## config.mk

```make
export PLATFORM = sky130hd
export DESIGN_NAME = decode_pipe
export DESIGN_NICKNAME = d
export VERILOG_FILES = /design/src/rtl/decode_pipe.sv
export SDC_FILE = /design/constraint.sdc
export NUM_CORES = 1
export LEC_CHECK = 0
export CAP_MARGIN = 5
export CORE_ASPECT_RATIO = 1.1
export CORE_UTILIZATION = 25
export DETAILED_ROUTE_END_ITERATION = 7
export HOLD_SLACK_MARGIN = 0.12
export SETUP_SLACK_MARGIN = 0.05
export SLEW_MARGIN = 40
export SYNTH_ARGS = -nofsm -noshare
export SYNTH_HDL_FRONTEND = slang
export SYNTH_SLANG_ARGS = --single-unit
```

## constraint.sdc

```tcl
create_clock -name clk_2 -period 1.75 [get_ports clk_2]
set_clock_uncertainty 0.05 [all_clocks]
set_input_delay 0.4375 -clock clk_2 [delete_from_list [all_inputs] [get_ports clk_2]]
set_output_delay 0.4375 -clock clk_2 [all_outputs]
set_load 0.005 [all_outputs]
```

## src/rtl/decode_pipe.sv

```systemverilog
// decode_pipe: DEPTH-stage valid/ready register pipeline with collapsing bubbles,
// synchronous flush and a registered occupancy count.
module decode_pipe #(
  parameter int DATA_W = 34,
  parameter int DEPTH = 2,
  localparam int OCC_W = $clog2(DEPTH + 1)
) (
  input  logic              clk_2,
  input  logic              rst_n,
  input  logic              flush,
  input  logic              in_valid,
  input  logic [DATA_W-1:0] in_data,
  output logic              in_ready,
  output logic              out_valid,
  output logic [DATA_W-1:0] out_data,
  input  logic              out_ready,
  output logic [OCC_W-1:0]  occupancy
);
  logic [DEPTH-1:0] r_v, w_ld, w_v_nxt;
  logic [DEPTH:0]   w_src_v;
  logic [OCC_W-1:0] r_occ, w_occ_nxt;
  logic             w_hole, w_in_xfer;
  // A stage loads when it or any stage downstream has a hole, or the output drains;
  // this makes in_ready combinationally dependent on out_ready.
  always_comb begin
    w_ld = '0;
    w_hole = out_ready;
    for (int k = DEPTH - 1; k >= 0; k--) begin
      w_hole = w_hole | ~r_v[k];
      w_ld[k] = w_hole;
    end
  end
  assign in_ready  = w_ld[0] & ~flush;
  assign w_in_xfer = in_valid & in_ready;
  assign w_src_v   = {r_v, w_in_xfer};
  always_comb begin
    w_v_nxt = r_v;
    w_occ_nxt = '0;
    for (int k = 0; k < DEPTH; k++) begin
      w_v_nxt[k] = flush ? 1'b0 : w_ld[k] ? w_src_v[k] : r_v[k];
      w_occ_nxt = w_occ_nxt + OCC_W'(w_v_nxt[k]);
    end
  end
  always_ff @(posedge clk_2 or negedge rst_n) begin
    if (!rst_n) begin
      r_v <= '0;
      r_occ <= '0;
    end else begin
      r_v <= w_v_nxt;
      r_occ <= w_occ_nxt;
    end
  end
  for (genvar k = 0; k < DEPTH; k++) begin : g_stage
    logic [DATA_W-1:0] r_d, w_src_d;
    if (k == 0) begin : g_first
      assign w_src_d = in_data;
    end else begin : g_next
      assign w_src_d = g_stage[k-1].r_d;
    end
    always_ff @(posedge clk_2 or negedge rst_n) begin
      if (!rst_n) r_d <= '0;
      else if (!flush && w_ld[k] && w_src_v[k]) r_d <= w_src_d;
    end
  end
  assign out_valid = r_v[DEPTH-1];
  assign out_data  = g_stage[DEPTH-1].r_d;
  assign occupancy = r_occ;
endmodule

```

# Yosys cells after proc, flatten, opt, wreduce, memory -nomap -nowiden
# Cells that the tools add are included.
[totals]
ff_bits = 72
input_bits = 39
out_inout_bits = 38
wordCells = 21
[classes]
add_sub_neg = 1
muxes = 4
n_bitwise = 7
n_reduce_logical = 5
[ops]
columns = ["cell", "n"]
rows = [
  ["1-bit logical AND", 4],
  ["1-bit two-way mux", 4],
  ["1-bit NOT", 3],
  ["1-bit by 1-bit adder with 2-bit output", 1],
  ["1-bit bitwise AND", 2],
  ["1-bit bitwise OR", 2],
  ["1-bit zero test", 1],
]

# Longest topological paths before layout
[depth]
ltp_word = 8
mapped_depth = 5

# Worst setup path after synthesis
# No wires, ideal clock.
[synth_timing]
path_type = "input to register"
startpoint = "in out_ready"
endpoint = "reg g_stage[0].r_d[10]"
setup_ps = 125
arrival_ps = 1483
required_ps = 1575
path_slack_ps = 92
stages = 4
n_path_buf = 1
cell_sequence = "and3b_1 > nor3b_4 > buf_4 > mux2_2"
[synth_between]
elab_chain_cells = 5
word_cells_on_any_way = 6
[synth_lines]
columns = ["element", "line_no", "rtl"]
rows = [
  ["from (decl)", "16", "input logic out_ready,"],
  ["1-bit bitwise OR (*) (2 in series)", "29", "w_hole = w_hole | ~r_v[k];"],
  ["1-bit bitwise AND", "33", "assign in_ready = w_ld[0] & ~flush;"],
  ["1-bit bitwise AND", "34", "assign w_in_xfer = in_valid & in_ready;"],
  ["1-bit logical AND (*)", "62", "else if (!flush && w_ld[k] && w_src_v[k]) r_d <= w_src_d;"],
  ["to (signal assigned)", "62", ""],
  ["to (decl)", "54", "logic [DATA_W-1:0] r_d, w_src_d;"],
]
# Mark *: on every way between the ends. The rest lies on a longest branch, timed or not.
# A chain may end at the register's enable or synchronous reset.

# Final worst setup path
[layout_timing]
startpoint = "reg r_v[0]"
endpoint = "reg g_stage[0].r_d[24]"
[layout_between]
elab_chain_cells = 5
word_cells_on_any_way = 6
[layout_lines]
columns = ["element", "line_no", "rtl"]
rows = [
  ["from (decl)", "19", "logic [DEPTH-1:0] r_v, w_ld, w_v_nxt;"],
  ["from (signal assigned)", "49", "r_v <= w_v_nxt;"],
  ["1-bit NOT (*)", "29", ""],
  ["1-bit bitwise OR (*)", "29", ""],
  ["1-bit bitwise AND", "33", ""],
  ["1-bit bitwise AND", "34", ""],
  ["1-bit logical AND (*)", "62", ""],
]
# Marks and branches as above.

==> impl_results.md <==
- Critical Setup Path Class: reg2reg
- Gr usage total: 0.106
- Hold Crit Depth: 1
- Setup TNS: 0 ns
- Std-Cell Core Area: 10500 um2
- Worst path top cell family by delay: simple AND/OR/NAND/NOR gates
- Startpoint Class: flop
- Critical Path, Cell by Cell: and3b_2, nor3b_4, buf_6, clkbuf_16, mux2_2
- Antenna violations before repair: 0
- Drt wl/cell: 13.9 um
- Die Width: 102 um
- Crit path largest cell delay: 0.38 ns
- Mapped Area: 2720 um2
- Reg2Reg Depth: 5
- P per Cell Area: 1270 nW/um2
- P&R area growth vs syn: 54.8%
- Post-synth net total: 197
- Max stage delay cell, worst path: dfrtp_1
- Worst reg2reg path endpoint: g_stage[0].r_d[24]
- Starting Density: 0.260
- Root buffer cell: clkbuf_16
- DR vias: 1622
- Max cap viols: 0
- CTS Buf Count: 9
- Residual DRC: 0
- F_max: 587 MHz
- H-tree levels: 3
- CP Capture Type: flop
- Final antenna-violating net count: 0
- GRT overflow: 0
- CP max FO: 8
- Fin crit period: 1.70 ns
- Hold path startpoint: g_stage[0].r_d[13]
- Global-route wire length before repair: 8.96 mm
- I/O Pins: 77
- Total chip power: 5.36 mW
- Die Y: 111 um
- Fin nets: 290
- Worst Hold Class: reg2reg
- Worst-margin pin slew: 0.379 ns
- DR pass1 iterations: 2
- Die ar.: 11300 um2
- Hold Violations, Final: 0
- Via-to-Cell Ratio: 4.09
- Post-DP HPWL: 3.39 mm
- Post-synth cell types: 12
- Worst VDD drop: 0.564 mV
- CTS max path bufs: 2
- Worst hold margin: 0.430 ns
- Register bit count reported by yosys: 72
- Routability cong.: 0.645
- R2R Setup Slk: 0.05 ns
- Clock-pin slew on the worst setup and hold paths: 0.06 ns
- Layout cell share with drive strength beyond 1: 0.386
- Final instance area: 4220 um2
- Mapped Avg Cell Area: 17.3 um2
- LEAKAGE: 2.01 nW
- IO buf count: 76
- FILL cells: 987
- WP buf/inv: 2
- Post-DP Area: 3710 um2
- Syn Inst Count: 157
- Crit path DAT: 1.86 ns
- Final setup viols: 0
- Worst-skew pair later-pin latency: 0.32 ns
- Diode count: 0
- Worst r2r src: r_v[0]
- Worst EP required: 1.91 ns
- Yosys warnings: 0
- Initial detailed-routing violation count: 9
- Unrepaired setup endpoints after global routing: true
- CTS tree: built
- Tcrit/Tclk final: 0.973
- Number of global-route vias before repair: 1742
- Rows: 39
- Pin count of the biggest net entering global routing: 73
- Sequential area share after synthesis: 0.661
- Fin. max-slew vios: 0
- Drt total wl: 5.52 mm
- Status: complete, no violations
- Slew headroom: 0.747
- CTS Sinks: 72
- Hold EP: g_stage[0].r_d[13]
what timing repair did:
| item | in CTS | in global routing |
|---|---|---|
| gates cloned | 1 | 1 |
| setup buffers | 1 | 2 |
| pin swaps | 3 | 1 |
| gates resized for setup | 14 | 28 |
| hold endpoints to repair | 72 | 0 |
| hold buffers | 1 | 0 |
| endpoints found under the setup margin | 73 | 58 |
registers in the layout, summed over array words and instances (netlist names):
signal,count
g_stage.r_d,34
occupancy,2
out_data,34
r_v,2
cell type report:
cell class / count / area [um2] / share of cell area
clock buffer: 10 / 239 / 0.0567
clock inverter: 5 / 105 / 0.0249
multi-input combinational: 78 / 883 / 0.209
sequential: 72 / 1800 / 0.427
tap: 143 / 179 / 0.0424
timing repair buffer: 89 / 1010 / 0.239
synthesized netlist by cell type:
cell type  instances  area share
ha_1               1      0.0046
nor2_1             5      0.0069
mux2_4             4       0.022
mux2_1             3       0.012
and3b_1            1      0.0032
buf_6              4       0.017
mux2_2            61        0.25
dfrtp_1           72        0.66
buf_4              3      0.0083
nor2b_1            1      0.0023
nor3b_4            1      0.0069
or3b_1             1      0.0032
placed cells by master (no fill, tap or decap), types with 2 or more instances in the layout:
cell / synthesis / layout
clkinvlp_4: 0 / 2
buf_4: 3 / 5
clkdlybuf4s50_1: 0 / 46
mux2_1: 3 / 3
dfrtp_1: 72 / 72
nor2_1: 5 / 4
bufinv_16: 0 / 3
dlygate4sd2_1: 0 / 6
clkbuf_16: 0 / 10
buf_12: 0 / 5
mux2_4: 4 / 10
dlymetal6s2s_1: 0 / 22
mux2_2: 61 / 55
worst register-to-register path: cells and delay by family, from the launching register on:
family,cells,cell delay (ns)
buf+inv,2,0.33
flops,1,0.38
mux,1,0.34
simple gates,2,0.48
metrics by stage:
step / utilization / setup slack [ns] / instances
6_report: 0.402 / 0.0469 / 397
5_1_grt: 0.402 / -0.00537 / 397
4_1_cts: 0.391 / 0.0163 / 394
3_5_place_dp: 0.353 / -0.533 / 376
3_3_place_gp: 0.353 / -0.522 / 376
2_1_floorplan: - / 0.0918 / 157
cells by family after synthesis:
family | after synthesis | synth area share
AND/OR/NAND/NOR | 9 | 0.0225
buffers and inverters | 7 | 0.0248
flip-flops | 72 | 0.661
adder cells (fa/ha/maj) | 1 | 0.00459
multiplexers | 68 | 0.287
per-layer routing:
metal	GRT usage	wire length [um]
met2	0.158	2610
met3	0.0483	359
met1	0.132	2460
met5	0	0
met4	0.0435	86
power by group:
group	internal (mW)	total [mW]	leakage, nW	switching, mW
clock	1.42	2.08	0.161	0.662
combinational	0.772	1.07	0.993	0.303
sequential	2.03	2.20	0.857	0.171
total	4.22	5.36	2.01	1.14
how the worst max path moves through the flow:
| stage | from | to | slack, ns | depth (start not counted) |
|---|---|---|---|---|
| 3_3_place_gp | out_ready | in_ready | -0.52 | 4 |
| 3_5_place_dp | out_ready | in_ready | -0.53 | 4 |
| 5_1_grt | r_v[0] | g_stage[0].r_d[24] | -0.005 | 5 |
| 2_1_floorplan | out_ready | g_stage[0].r_d[10] | 0.09 | 4 |
| 4_1_cts | r_v[0] | g_stage[0].r_d[23] | 0.02 | 5 |
| 6_report | r_v[0] | g_stage[0].r_d[24] | 0.05 | 5 |
(Power assumes the default switching activity.)
